File: config.mk
export PLATFORM = sky130hd
export DESIGN_NAME = speed_sequencer
export DESIGN_NICKNAME = d
export VERILOG_FILES = /design/src/rtl/speed_seq_pkg.sv /design/src/rtl/speed_sequencer_btn_pulse_sync.sv /design/src/rtl/speed_sequencer.sv
export SDC_FILE = /design/constraint.sdc
export NUM_CORES = 1
export LEC_CHECK = 0
export ABC_CLOCK_PERIOD_IN_PS = 3100
export BUFFER_PORTS_ARGS = -buffer_cell sky130_fd_sc_hd__buf_2
export CAP_MARGIN = 10
export CORE_MARGIN = 3
export CORE_UTILIZATION = 56
export DETAILED_ROUTE_END_ITERATION = 10
export PLACE_DENSITY = 0.83
export SETUP_SLACK_MARGIN = 0.5
export SYNTH_ARGS = -nofsm -noshare
export SYNTH_HDL_FRONTEND = slang
export SYNTH_SLANG_ARGS = --single-unit
File: constraint.sdc
create_clock -name ClockIn -period 3.1 [get_ports ClockIn]
set_input_delay 0.62 -clock ClockIn [delete_from_list [all_inputs] [get_ports ClockIn]]
set_output_delay 0.62 -clock ClockIn [all_outputs]
set_load 0.02 [all_outputs]
File: src/rtl/speed_seq_pkg.sv
// Shared types and constants for the speed-ramp controller.
package speed_seq_pkg;

  typedef enum logic [2:0] {
    ST_IDLE   = 3'd0,
    ST_ACCEL  = 3'd1,
    ST_CRUISE = 3'd2,
    ST_DECEL  = 3'd3,
    ST_DONE   = 3'd4
  } state_t;

  localparam logic [1:0] SPD_FAST = 2'b00;
  localparam logic [1:0] SPD_SLOW = 2'b11;

endpackage

File: src/rtl/speed_sequencer_btn_pulse_sync.sv
// Button conditioner: 2-flop synchronizer plus rising-edge detector.
// Only compiled in when SPEED_SEQ_BTN_SYNC_EN is defined.
`ifdef SPEED_SEQ_BTN_SYNC_EN
module btn_pulse_sync (
  input  logic ClockIn,
  input  logic Reset,
  input  logic raw,
  output logic pulse
);

  logic meta, sync, sync_d;

  always_ff @(posedge ClockIn or posedge Reset) begin
    if (Reset) begin
      meta   <= 1'b0;
      sync   <= 1'b0;
      sync_d <= 1'b0;
    end else begin
      meta   <= raw;
      sync   <= meta;
      sync_d <= sync;
    end
  end

  // One pulse per press, however long the button is held.
  assign pulse = sync & ~sync_d;

endmodule
`endif

File: src/rtl/speed_sequencer.sv
// Speed-ramp controller for the rate-divider / display-counter pair.
// Optional button conditioning on Go/Halt: SPEED_SEQ_BTN_SYNC_EN.
module speed_sequencer
  import speed_seq_pkg::*;
#(
  parameter int DWELL_TICKS = 4
) (
  input  logic       ClockIn,
  input  logic       Reset,
  input  logic       Go,
  input  logic       Halt,
  input  logic       Tick,
  input  logic [3:0] Target,
  input  logic [3:0] CounterValue,
  output logic [1:0] Speed,
  output logic       RunEn,
  output logic       Busy,
  output logic       Done,
  output logic [2:0] StateOut
);

  localparam int DW = $clog2(DWELL_TICKS + 1);
  localparam logic [DW-1:0] DWELL_LAST = DW'(DWELL_TICKS - 1);
  localparam logic [DW-1:0] DWELL_ONE  = DW'(1);

  logic go_cmd, halt_cmd;

`ifdef SPEED_SEQ_BTN_SYNC_EN
  btn_pulse_sync u_go_sync (
    .ClockIn (ClockIn),
    .Reset   (Reset),
    .raw     (Go),
    .pulse   (go_cmd)
  );
  btn_pulse_sync u_halt_sync (
    .ClockIn (ClockIn),
    .Reset   (Reset),
    .raw     (Halt),
    .pulse   (halt_cmd)
  );
`else
  assign go_cmd   = Go;
  assign halt_cmd = Halt;
`endif

  state_t          state, state_nx;
  logic [1:0]      speed_nx;
  logic [DW-1:0]   dwell, dwell_nx;
  logic            armed, armed_nx;
  logic            run_nx;

  always_comb begin
    // NOTE: every variable gets a default first so no path leaves it unassigned (no latch).
    state_nx = state;
    speed_nx = Speed;
    dwell_nx = dwell;
    run_nx   = RunEn;
    armed_nx = armed;

    if (Tick && (state == ST_ACCEL || state == ST_CRUISE || state == ST_DECEL))
      armed_nx = 1'b1;

    case (state)
      ST_IDLE: begin
        if (go_cmd && !halt_cmd) begin
          state_nx = ST_ACCEL;
          speed_nx = SPD_SLOW;
          run_nx   = 1'b1;
          dwell_nx = '0;
          armed_nx = 1'b0;
        end
      end
      ST_ACCEL, ST_CRUISE: begin
        // Stop requests take priority over a dwell step on the same edge.
        if (halt_cmd || (armed && CounterValue == Target)) begin
          state_nx = ST_DECEL;
          dwell_nx = '0;
        end else if (state == ST_ACCEL && Tick) begin
          if (dwell == DWELL_LAST) begin
            dwell_nx = '0;
            if (Speed != SPD_FAST) speed_nx = Speed - 2'd1;
            if (Speed == 2'b01 || Speed == SPD_FAST) state_nx = ST_CRUISE;
          end else begin
            dwell_nx = dwell + DWELL_ONE;
          end
        end
      end
      ST_DECEL: begin
        if (Tick) begin
          if (dwell == DWELL_LAST) begin
            dwell_nx = '0;
            if (Speed != SPD_SLOW) begin
              speed_nx = Speed + 2'd1;
            end else begin
              state_nx = ST_DONE;
              run_nx   = 1'b0;
            end
          end else begin
            dwell_nx = dwell + DWELL_ONE;
          end
        end
      end
      ST_DONE: begin
        if (halt_cmd) begin
          state_nx = ST_IDLE;
        end else if (go_cmd) begin
          state_nx = ST_ACCEL;
          speed_nx = SPD_SLOW;
          run_nx   = 1'b1;
          dwell_nx = '0;
          armed_nx = 1'b0;
        end
      end
      default: begin
        state_nx = ST_IDLE;
        speed_nx = SPD_SLOW;
        run_nx   = 1'b0;
        dwell_nx = '0;
        armed_nx = 1'b0;
      end
    endcase
  end

  // NOTE: sequential state uses non-blocking assignments so all flops update together.
  always_ff @(posedge ClockIn or posedge Reset) begin
    if (Reset) begin
      state    <= ST_IDLE;
      Speed    <= SPD_SLOW;
      RunEn    <= 1'b0;
      Busy     <= 1'b0;
      Done     <= 1'b0;
      StateOut <= 3'd0;
      dwell    <= '0;
      armed    <= 1'b0;
    end else begin
      state    <= state_nx;
      Speed    <= speed_nx;
      RunEn    <= run_nx;
      Busy     <= (state_nx == ST_ACCEL) || (state_nx == ST_CRUISE) || (state_nx == ST_DECEL);
      Done     <= (state_nx == ST_DONE);
      StateOut <= state_nx;
      dwell    <= dwell_nx;
      armed    <= armed_nx;
    end
  end

endmodule

==> results by stage, run 1 <==
Route:
- After detailed routing, the met2 layer carries 1020 um of wire.
- The detailed router finished its first iteration with 44 violations.
- The highest signal layer in the routed design is met4.
- The pre-antenna-repair detailed-routing pass consisted of 4 iterations.
- The routed design uses 155 um of met3 wire.
- After detailed routing, the number of remaining DRC violations is 0.
- After detailed routing, the number of vias per cell comes to 6.26.
- After detailed routing, the wire length on met1 is 803 um.
- After detailed routing, the average wire length per cell comes to 15.7 um.
- The number of nets with antenna violations after detailed routing is 0.
- The final route contains 814 vias.
- For this block, the routed nets add up to 2050 um of wire.

STA:
- The worst setup margin is 1.15 ns.
- The worst hold margin is 0.335 ns.
- The max-slew violation count is 0.
- Across the routed clock network, the largest skew measured is 0.00658 ns.
- The count of final setup violators is 0.
- Setup repair after global routing left no endpoint under its margin.
- The time the final worst path needs with I/O delays and setup is 1.95 ns.
- The final setup TNS is 0 ns.
- At the pin with the least slew margin, the transition time is 0.472 ns.
- The final cycle utilization of the critical path is 0.628.
- Static timing analysis puts the maximum clock frequency at 0.513 GHz.
- The worst pin sits at a relative slew slack of 0.685.
- The number of endpoints with negative hold slack in the final report is 0.

Worst setup path:
- The sort of element at the end of the critical path is a register.
- The worst register-to-register path has a setup slack of 1.15 ns.
- The startpoint type of the worst setup path is a register.
- The required arrival time at the worst endpoint is 3.31 ns.
- The highest fanout seen on the critical path is 5.
- By startpoint and endpoint, the worst setup path is classified as register to register.
- The arrival time of data at the critical path endpoint is 2.16 ns.

Placed design:
- The post-placement worst setup slack is 1.09 ns.
- The number of placed instances, taps included is 126.
- The half-perimeter wire length after placement is 1530 um.
- During placement, the flow inserted port buffers numbering 20.
- The weighted congestion reported at the end of routability-driven placement is 0.887.
- In this run the cell area measured after placement is 957 um^2.

Job:
- The max-cap violation count is 0.

GRT:
- The via count of the first global-routing pass came to 783.
- The pin count of the biggest net entering global routing is 15.
- The first global-routing pass estimated 3480 um of wire.
- For this run the aggregate overflow at the end of global routing stands at 0.
- For this run, the total global-route usage over all layers was measured as 0.231.
- The initial antenna violation count came to 0.

Run status:
- The run finished with clean final reports.

Logic synthesis:
- By area the synthesized netlist is led by sky130_fd_sc_hd__dfrtp_1 (28%), sky130_fd_sc_hd__dfstp_2 (5.9%), sky130_fd_sc_hd__ha_1 (5.7%).
- The netlist area before placement is 883 um^2.
- The number of unique standard cell types used by synthesis is 39.
- After synthesis, the share of flip-flops with an asynchronous set or reset is 1.00.
- The library cell occupying the most area in the post-synthesis netlist is sky130_fd_sc_hd__dfrtp_1.
- Counting every net in the synthesized netlist gives 112.
- The number of enable-type register cells in the synthesized netlist is 0.
- The sequential area share after synthesis is 0.343.
- The synthesized design contains 12 register bits.
- The synthesized netlist cell count is 95.
- The fraction of synthesized cell area taken by the top area cell type is 0.283.
- The number of warnings issued by yosys is 0.
- The most frequent cell after synthesis is sky130_fd_sc_hd__dfrtp_1.
- Ranked by instance count, the synthesized netlist is headed by sky130_fd_sc_hd__dfrtp_1 (10), sky130_fd_sc_hd__nand2_1 (9), sky130_fd_sc_hd__nor2_1 (8), sky130_fd_sc_hd__o21ai_0 (8).
- In this run the mean area of a mapped cell was 9.30 um^2.
- The leading register cell type out of synthesis is sky130_fd_sc_hd__dfrtp_1.

Final layout:
- The final design utilization is 0.719.
- The layout has 108 filler cells.
- The number of antenna diodes in the final layout is 0.
- The count of nets after finishing is 133.
- The non-filler instance count after layout is 130.
- The finished cells cover 993 um^2.
- The proportion of layout cells with a drive suffix above 1 is 0.304.
- The area overhead of the layout relative to synthesis is 12.5%.

Floorplan:
- The die covers 2090 um^2.
- The number of top-level design ports is 21.
- The x dimension of the die is 45.7 um.
- The die is 45.7 um tall.
- The core region area is 1380 um^2.
- For this configuration, the core starts out at a cell density of 0.639.
- The number of standard-cell rows in the floorplan is 13.

Pwr:
- The power density over the cells is 882 nW/um^2.
- Total power for the finished layout comes to 877 uW.
- The maximum resistive drop on vdd is 0.526 mV.
- The static leakage is 0.460 nW.

Clock network:
- The insertion delay to the later sink of the worst-skew pair is 0.28 ns.
- After clock tree synthesis, the repair step resized 0 gates.
- The clock transition time at the flip-flop clock pins of the worst setup and hold paths is 0.08 ns.
- The root buffer cell chosen for the clock tree is sky130_fd_sc_hd__clkbuf_4.
- TritonCTS created 3 clock buffers.
- The total of hold buffers inserted after clock tree synthesis is 0.
- TritonCTS built the clock tree.
- The clock net in this run drives a total of 12 sinks.
- The buffer levels on the longest clock path is 2.
- Post-CTS timing repair inserted 0 buffers for setup.
- The maximum level of the CTS H-tree is 1.

Worst hold path:
- In this run the worst hold path is classified as input port to async pin.
## metal layers
layer / global-route usage / vias up
li1: - / 390
met1: 0.270 / 369
met2: 0.384 / 44
met3: 0.0514 / 11
met4: 0.131 / 0
met5: 0 / -
## cell families after synthesis
group / Yosys count / synth area share
simple gates: 32 / 0.197
xor+xnor: 6 / 0.0595
fa+ha+maj: 4 / 0.0567
mux: 2 / 0.0255
buf+inv: 9 / 0.0722
compound gates: 30 / 0.246
flops: 12 / 0.343
## sequential cells by signal, summed over array words and instances (netlist names)
name / cells
armed: 1
state: 3
Busy: 1
Speed: 2
RunEn: 1
dwell: 3
Done: 1
## critical path: stages, from the launching register on
cell and delay [ns]:
sky130_fd_sc_hd__dfstp_2 0.58, sky130_fd_sc_hd__inv_1 0.06, sky130_fd_sc_hd__ha_1 0.20, sky130_fd_sc_hd__nor2_1 0.11
sky130_fd_sc_hd__a211oi_1 0.09, sky130_fd_sc_hd__a211o_1 0.31, sky130_fd_sc_hd__a31oi_2 0.19, sky130_fd_sc_hd__mux2_1 0.35
## layout make-up
| cell class | count | area, um^2 | area share |
|---|---|---|---|
| inverter | 5 | 18.8 | 0.0189 |
| timing repair buffer | 20 | 100 | 0.101 |
| sequential | 12 | 303 | 0.305 |
| clock buffer | 4 | 36.3 | 0.0365 |
| tap | 15 | 18.8 | 0.0189 |
| multi-input combinational | 74 | 517 | 0.520 |
## path summary, 6_finish.rpt
check	startpoint	endpoint	cells after the start
worst min-delay path	Reset	state[1]	2
max in group asynchronous	Reset	Speed[0]	2
min in group ClockIn	RunEn	RunEn	2
worst max register to register	Speed[0]	Speed[1]	7
worst max-delay path	Speed[0]	Speed[1]	7
worst min register to register	RunEn	RunEn	2
## cells in the final DEF, fill, tap and decap left out, drive strengths merged, types with 2 or more instances in the layout
cell type,netlist,routed
a21oi,4,4
dfrtp,10,10
a31oi,3,3
mux2,2,2
nand3,3,3
or2,2,2
o22ai,2,2
dfstp,2,2
o41ai,2,2
clkbuf,0,4
nor3,2,2
inv,5,5
o21ai,8,8
xnor2,5,5
ha,4,4
buf,4,20
nor2b,2,2
nor2,8,8
nand2b,2,2
nand2,9,9
## power breakdown
group | leakage [nW] | internal [mW] | switching, mW
combinational | 0.300 | 0.196 | 0.264
sequential | 0.139 | 0.218 | 0.0708
clock | 0.0210 | 0.0715 | 0.0567
(Power assumes the default switching activity.)
==> run 2, diff against run 1 <==
--- a/config.mk
+++ b/config.mk
@@ -5,13 +5,13 @@
 export SDC_FILE = /design/constraint.sdc
 export NUM_CORES = 1
 export LEC_CHECK = 0
-export ABC_CLOCK_PERIOD_IN_PS = 3100
+export ABC_CLOCK_PERIOD_IN_PS = 1900
 export BUFFER_PORTS_ARGS = -buffer_cell sky130_fd_sc_hd__buf_2
 export CAP_MARGIN = 10
 export CORE_MARGIN = 3
-export CORE_UTILIZATION = 56
+export CORE_UTILIZATION = 52
 export DETAILED_ROUTE_END_ITERATION = 10
-export PLACE_DENSITY = 0.83
+export PLACE_DENSITY = 0.78
 export SETUP_SLACK_MARGIN = 0.5
 export SYNTH_ARGS = -nofsm -noshare
 export SYNTH_HDL_FRONTEND = slang
==> constraint.sdc (replaced) <==
create_clock -name ClockIn -period 1.9 [get_ports ClockIn]
set_input_delay 0.38 -clock ClockIn [delete_from_list [all_inputs] [get_ports ClockIn]]
set_output_delay 0.38 -clock ClockIn [all_outputs]
set_load 0.02 [all_outputs]
==> run 2 against run 1 <==
Net effect: the flow now finishes with violations (setup timing); sequential power grew 62%; utilization grew 17 points; non-clock buffer count grew 15; die area grew 6.7%; sequential cell count is the same; cell count grew 12%; worst hold slack lost 0.26 ns; first-iteration DRC count shrank 23%; maximum frequency grew 0.96%; register-to-register slack lost 1.2 ns; highest routed layer unchanged; setup slack lost 1.2 ns.
==> results by stage, run 2 (synthesis gave the netlist of run 1 again) <==
STA:
- The maximum clock rate is 0.518 GHz.
- Across the routed clock network, the largest skew measured is 0.0121 ns.
- The routed design could run at a clock period as short as 1.93 ns.
- Setup repair after global routing could not meet its margin everywhere.
- The max-slew violation count is 0.
- The number of endpoints with negative hold slack in the final report is 0.
- The count of final setup violators is 1.
- Dividing the final minimum period by the clock period gives 1.02.
- The worst relative slew slack is 0.644.
- The worst setup margin is -0.0297 ns.
- The final setup TNS is -0.0297 ns.
- The slew at the pin with the worst max-slew slack is 0.532 ns.

GRT:
- Entering global routing, the biggest net connects 13 pins.
- The initial antenna violation count came to 0.
- The first global-routing pass estimated 3820 um of wire.
- The total global-route track usage is 0.247.
- The via count of the first global-routing pass came to 827.
- The residual overflow from global routing is 0.

Placed design:
- The post-placement worst setup slack is -0.0124 ns.
- Including well taps, the total number of placed cells is 129.
- During placement, the flow inserted port buffers numbering 20.
- Routability-driven placement finished with a final weighted congestion of 0.881.
- Summed over all nets, the half-perimeter wirelength after detailed placement is 1490 um.
- The cell area after placement is 1000 um^2.

Route:
- The per-cell routed wire length is 19.1 um.
- The routed layout has 936 vias.
- The initial DRC count is 34.
- The total routed wirelength is 2790 um.
- The number of optimization iterations in the first detailed-route pass is 4.
- After detailed routing, the number of vias per cell comes to 6.41.
- The number of nets with antenna violations after detailed routing is 0.
- The remaining design rule violation count is 0.

Final layout:
- Relative to the synthesized area, the layout overhead comes to 56.1%.
- Summing all multi-input logic gate instances after layout gives 723 um^2.
- The count of nets after finishing is 148.
- After filler insertion, the fill cell instance count of the layout stands at 67.
- In the final layout, the registers with the most flip-flops are dwell (3), state (3), Speed (2).
- The proportion of layout cells with a drive suffix above 1 is 0.600.
- Summing all non-filler instances in the final layout gives an area of 1380 um^2.
- Once layout is complete, the cells apart from fillers number 146.
- In the layout the commonest cells are sky130_fd_sc_hd__buf_2 (15), sky130_fd_sc_hd__buf_6 (13), sky130_fd_sc_hd__nand2_1 (8).
- Summing all flip-flop and latch instances after layout gives 307 um^2.
- The library cell used most frequently in the layout, excluding fill and tap cells, is sky130_fd_sc_hd__buf_2.
- 0 antenna diodes ended up in the layout.

Floorplan:
- The x dimension of the die is 47.2 um.
- In this run the count of I/O pins placed on the die edge is 21.
- The initial core utilization is 0.567.
- The vertical die dimension is 47.2 um.
- The core region area is 1560 um^2.
- The number of standard-cell rows in the floorplan is 14.
- The die covers 2230 um^2.

Worst setup path:
- The arrival time of data at the critical path endpoint is 2.16 ns.
- Across all register-to-register paths, the minimum setup slack is -0.03 ns.
- The endpoint identified for the worst register-to-register timing path is Speed[1].
- The sort of element at the end of the critical path is a register.
- For the worst setup path, the data required time is 2.13 ns.
- The number of buffers and inverters on the critical path is 0.
- The launching point of the worst reg2reg path is Speed[0].
- Of all nets on the critical path, the largest fanout is 3.
- STA classifies the critical path startpoint as a register.
- Walking the worst path, the cells encountered are ha_4 -> nor4bb_2 -> o21ai_1 -> a211o_1 -> a31oi_4 -> mux2_4.
- The cell family contributing the most delay on the critical path is compound AO/OA/AOI/OAI gates.
- The cell type of the slowest stage on the worst timing path is sky130_fd_sc_hd__dfstp_2.
- The worst register-to-register path has a depth of 6.
- The critical path's largest stage delay is 0.41 ns.
- The worst setup path is of the register to register kind.

Pwr:
- The final total power is 2.16 mW.
- IR analysis of the VDD net gives a maximum drop of 1.23 mV.
- The power density over the cells is 1570 nW/um^2.
- For this design the static power due to leakage is 0.579 nW.

Job:
- The max-cap violation count is 0.

Clock network:
- Clock-pin slew was measured on the worst setup and hold paths at 0.09 ns.
- The number of clock buffers inserted by TritonCTS is 3.
- The total of hold buffers inserted after clock tree synthesis is 0.
- Clock latency on the worst-skew pair, taken at its later pin, is 0.29 ns.
- The maximum level of the CTS H-tree is 1.
- The clock passes through at most 2 buffers.
- The clock drives 12 sinks.
- The master cell of the clock root buffer is sky130_fd_sc_hd__clkbuf_4.
- The CTS tree is built.

Run status:
- The final reports fail on setup timing.
- The flow ran to the end, but the final reports show violations.

Worst hold path:
- The min-delay analysis places its worst path in the category input port to async pin.
==> run 2: changes by cell type in the layout (fill, tap and decap cells not counted), moves of 4 or more <==
cell,change
sky130_fd_sc_hd__buf_2,-5
sky130_fd_sc_hd__buf_4,+7
sky130_fd_sc_hd__ha_1,-4
sky130_fd_sc_hd__o21ai_0,-4
sky130_fd_sc_hd__buf_6,+13
==> run 2: what timing repair did <==
| item | CTS | global route |
|---|---|---|
| pin swaps | 11 | 6 |
| setup buffers | 8 | 5 |
| endpoints found under the setup margin | 13 | 16 |
| resized for setup | 21 | 31 |
==> run 2: final cells by class <==
| cell class | instances | share of cell area |
|---|---|---|
| clock buffers | 4 | 0.0263 |
| inverters | 5 | 0.0136 |
| multi-input cells | 74 | 0.525 |
| flip-flops and latches | 12 | 0.222 |
| well taps | 16 | 0.0145 |
| repair buffers | 35 | 0.199 |
==> run 2: stage by stage <==
stage | hold WS [ns] | utilization
floorplan | 0.243 | -
global placement | 0.404 | 0.644
global route | 0.0973 | 0.884
CTS | 0.0904 | 0.770
detailed placement | 0.410 | 0.644
finish | 0.0782 | 0.884
==> run 2: where the power goes <==
part	switching (mW)	total [mW]	internal (mW)
Sequential	0.108	0.469	0.361
Combinational	0.734	1.47	0.738
Clock	0.101	0.218	0.117
==> run 2: worst max path at each step <==
| stage | from | endpoint | slack (ns) | cells past startpoint |
|---|---|---|---|---|
| 2_1_floorplan | Speed[0] | Speed[1] | 0.10 | 6 |
| 3_3_place_gp | dwell[0] | Speed[1] | 0.1 | 6 |
| 3_5_place_dp | dwell[0] | Speed[1] | -0.01 | 6 |
| 4_1_cts | Speed[0] | Speed[1] | 0.06 | 6 |
| 5_1_grt | dwell[0] | Speed[1] | -0.12 | 6 |
| 6_report | Speed[0] | Speed[1] | -0.03 | 6 |
==> run 2: routing by layer <==
layer,part of all wire,GRT usage,wire length (um),vias up
met3,0.067,0.0498,188,16
met4,0.047,0.182,132,0
li1,-,-,-,414
met1,0.41,0.297,1160,448
met2,0.47,0.385,1310,58
met5,0,0,0,-
==> run 2: worst reg2reg max path, delay by kind of cell, from the launching register on <==
family	cells	cell delay, ns
AO/OA/AOI/OAI	3	0.69
adder cells (fa/ha/maj)	1	0.17
AND/OR/NAND/NOR	1	0.28
multiplexers	1	0.31
flip-flops	1	0.41
==> run 3, diff against run 2 <==
--- a/config.mk
+++ b/config.mk
@@ -5,13 +5,14 @@
 export SDC_FILE = /design/constraint.sdc
 export NUM_CORES = 1
 export LEC_CHECK = 0
+export ABC_AREA = 1
 export ABC_CLOCK_PERIOD_IN_PS = 1900
 export BUFFER_PORTS_ARGS = -buffer_cell sky130_fd_sc_hd__buf_2
 export CAP_MARGIN = 10
 export CORE_MARGIN = 3
-export CORE_UTILIZATION = 52
+export CORE_UTILIZATION = 51
 export DETAILED_ROUTE_END_ITERATION = 10
-export PLACE_DENSITY = 0.78
+export PLACE_DENSITY = 0.77
 export SETUP_SLACK_MARGIN = 0.5
 export SYNTH_ARGS = -nofsm -noshare
 export SYNTH_HDL_FRONTEND = slang
==> run 3 against run 2 <==
Net effect: the run now ends clean; via count grew 3.3%; cell count grew 22%; critical path depth grew 2; non-clock buffer count shrank 3; utilization shrank 7.3 points; critical path type unchanged; critical endpoint is now dwell[1].
==> results by stage, run 3 <==
Run status:
- The flow ran to the end, and the final reports show no timing, DRC or antenna violations.

Logic synthesis:
- The library cell occupying the most area in the post-synthesis netlist is sky130_fd_sc_hd__dfrtp_1.
- In the synthesized netlist, the cells that appear most often are sky130_fd_sc_hd__nand2_1 (44), sky130_fd_sc_hd__inv_1 (23), sky130_fd_sc_hd__nand3_1 (13).
- The synthesized netlist cell count is 127.
- Counting every net in the synthesized netlist gives 144.
- The most frequent cell after synthesis is sky130_fd_sc_hd__nand2_1.
- After synthesis, the cell types taking the most area are sky130_fd_sc_hd__dfrtp_1 (30%), sky130_fd_sc_hd__nand2_1 (20%), sky130_fd_sc_hd__inv_1 (10%).
- Of the post-synthesis cell area, the dominant cell type holds 0.300.
- The leading register cell type out of synthesis is sky130_fd_sc_hd__dfrtp_1.
- The number of unique standard cell types used by synthesis is 18.
- The number of warnings issued by yosys is 0.
- Counting flops and latches in the post-synthesis netlist gives 12.
- The mean area per synthesized cell is 6.56 um^2.
- Of the synthesized area, sequential elements account for 0.363.
- The netlist area before placement is 833 um^2.
- In the synthesized netlist the async set-or-reset flop fraction comes to 1.00.
- The number of enable-type register cells in the synthesized netlist is 0.

Clock network:
- The clock passes through at most 2 buffers.
- Buffers inserted during clock tree synthesis total 3.
- The clock reaches the later pin of the worst-skew pair after 0.30 ns.
- The clock net in this run drives a total of 12 sinks.
- CTS built an H-tree with a depth of 1.
- The clock transition time at the flip-flop clock pins of the worst setup and hold paths is 0.09 ns.
- In this run the clock root is driven by a sky130_fd_sc_hd__clkbuf_4.
- TritonCTS built the clock tree.

GRT:
- For met1 alone, demand over resource in global routing was 0.234.
- The met2 usage is 0.431.
- In the global route stage, overall resource usage came out at 0.246.
- The met3 track demand over resource is 0.0703.
- For this run the aggregate overflow at the end of global routing stands at 0.
- The initial antenna violation count is 0.
- The busiest layer in global routing is met2.
- The global-route wire length before repair is 3550 um.
- Entering global routing, the biggest net connects 13 pins.
- The via count of the first global-routing pass is 915.

STA:
- Dividing the final minimum period by the clock period gives 0.791.
- The count of final setup violators is 0.
- Timing would allow up to 0.666 GHz.
- The final setup TNS is 0 ns.
- The time the final worst path needs with I/O delays and setup is 1.50 ns.
- The max-slew violation count came to 0.
- The number of endpoints with negative hold slack in the final report is 0.
- The worst clock skew is 0.00401 ns.
- The slew at the pin with the worst max-slew slack is 0.463 ns.
- Setup repair after global routing could not meet its margin everywhere.
- Measured against its own limit, the worst slew margin works out to 0.691.

Worst setup path:
- The setup slack on the worst flop-to-flop path is 0.40 ns.
- STA classifies the critical path startpoint as a register.
- Data on the critical path is required at its endpoint by 2.09 ns.
- The launching point of the worst reg2reg path is state[1].
- Of all nets on the critical path, the largest fanout is 4.
- The category of the most critical setup path is register to register.
- STA puts the critical path data arrival time at 1.69 ns.
- STA classifies the critical path endpoint as a register.
- The most critical setup path has its startpoint at state[1].

Pwr:
- Summed over all cells, the static leakage comes to 0.679 nW.
- In this run the power density over the cells is 1620 nW/um^2.
- IR analysis of the VDD net gives a maximum drop of 0.955 mV.

Final layout:
- The area overhead of the layout relative to synthesis is 37.8%.
- The antenna diode instance count is 0.
- For this run, the post-layout net count is 181.
- In the final layout, the share of cells above drive strength 1 is 0.362.
- The largest registers in the layout are dwell (3), state (3), Speed (2).
- The leading cell type in the layout, fill and taps excluded is sky130_fd_sc_hd__nand2_1.
- The finished layout holds 178 standard cells, fillers aside.
- The top cell types in the final layout, fill and taps aside, are sky130_fd_sc_hd__nand2_1 (40), sky130_fd_sc_hd__inv_1 (19), sky130_fd_sc_hd__buf_2 (18).

Route:
- In this run, the number of DRC markers left after iteration 0 of detailed routing was 29.
- Across all layers, the routed design uses 967 vias.
- Using the TritonRoute via totals, the vias-per-cell ratio works out to 5.43.
- The number of optimization iterations in the first detailed-route pass is 4.
- The remaining design rule violation count is 0.
- Once detail routing completed, the nets flagged for antenna violations numbered 0.
- The per-cell routed wire length is 13.5 um.
- After detailed routing, the total wire length is 2400 um.

Floorplan:
- The die covers 2150 um^2.
- 21 I/O pins were placed.
- The core region area is 1420 um^2.
- In this run the horizontal extent of the chip is 46.4 um.
- Measured along the y axis, the die boundary spans 46.4 um.
- The initial core utilization is 0.589.
- After floorplanning, the core was divided into 13 placement rows.

Placed design:
- The HPWL after detailed placement is 1620 um.
- The count of input and output buffers is 20.
- The number of placed instances, taps included is 163.
- The congestion estimate from routability-driven global placement came to 0.792.

Job:
- The max-cap violation count is 0.

Worst hold path:
- The min-delay analysis places its worst path in the category input port to async pin.
run 3: repair_timing:
item,CTS,global route
gates resized for setup,5,15
hold endpoints to repair,0,0
pin swaps,1,6
setup buffers,4,7
setup endpoints to repair,9,11
hold buffers,0,0
run 3: worst paths after layout:
kind | end | depth (start not counted)
worst max-delay path | dwell[1] | 8
worst min-delay path | Done | 2
worst max register to register | dwell[1] | 8
worst min register to register | Speed[1] | 2
max in group asynchronous | Speed[0] | 2
min in group ClockIn | Done | 4
run 3: through the flow:
step / hold WS (ns) / power (mW) / setup slack [ns] / utilization / cell area [um^2]
final: 0.0729 / 1.87 / 0.398 / 0.812 / 1150
after global routing: 0.100 / 2.01 / 0.336 / 0.812 / 1150
after floorplan: 0.243 / 1.10 / 0.474 / - / 840
after detailed placement: 0.409 / 1.35 / 0.418 / 0.683 / 966
after global placement: 0.401 / 1.31 / 0.446 / 0.683 / 966
after CTS: 0.0963 / 1.66 / 0.424 / 0.743 / 1050
run 3: cell families after synthesis:
group	count (synthesis)	synth area share
compound gates	10	0.0676
xor+xnor	1	0.0105
fa+ha+maj	4	0.0601
buf+inv	25	0.113
flops	12	0.363
simple gates	75	0.386
run 3: final cells by class:
| type | count | area [um^2] |
|---|---|---|
| Multi-Input combinational cell | 90 | 489 |
| Sequential cell | 12 | 304 |
| Inverter | 25 | 93.8 |
| Timing Repair Buffer | 32 | 206 |
| Fill cell | 97 | 267 |
| Clock buffer | 4 | 36.3 |
| Tap cell | 15 | 18.8 |
run 3: layer usage:
layer  up-vias  wire [um]  part of all wire
li1        468          -                 -
met1       441        899              0.38
met2        42       1170              0.49
met3        16        187             0.078
met4         0        142             0.059
met5         -          0                 0
run 3: power breakdown:
group / switching [mW] / internal (mW)
logic: 0.712 / 0.490
registers: 0.0780 / 0.361
clock network: 0.107 / 0.117
run 3: worst max-delay path, cell delays in order, from the launching register on:
cell and delay [ns]:
sky130_fd_sc_hd__dfrtp_1 0.42, sky130_fd_sc_hd__inv_2 0.10, sky130_fd_sc_hd__nand3_1 0.14, sky130_fd_sc_hd__o21ai_1 0.28, sky130_fd_sc_hd__nand3_1 0.14, sky130_fd_sc_hd__nand2_2 0.13
sky130_fd_sc_hd__inv_2 0.06, sky130_fd_sc_hd__nand2_1 0.07, sky130_fd_sc_hd__nand2_1 0.06
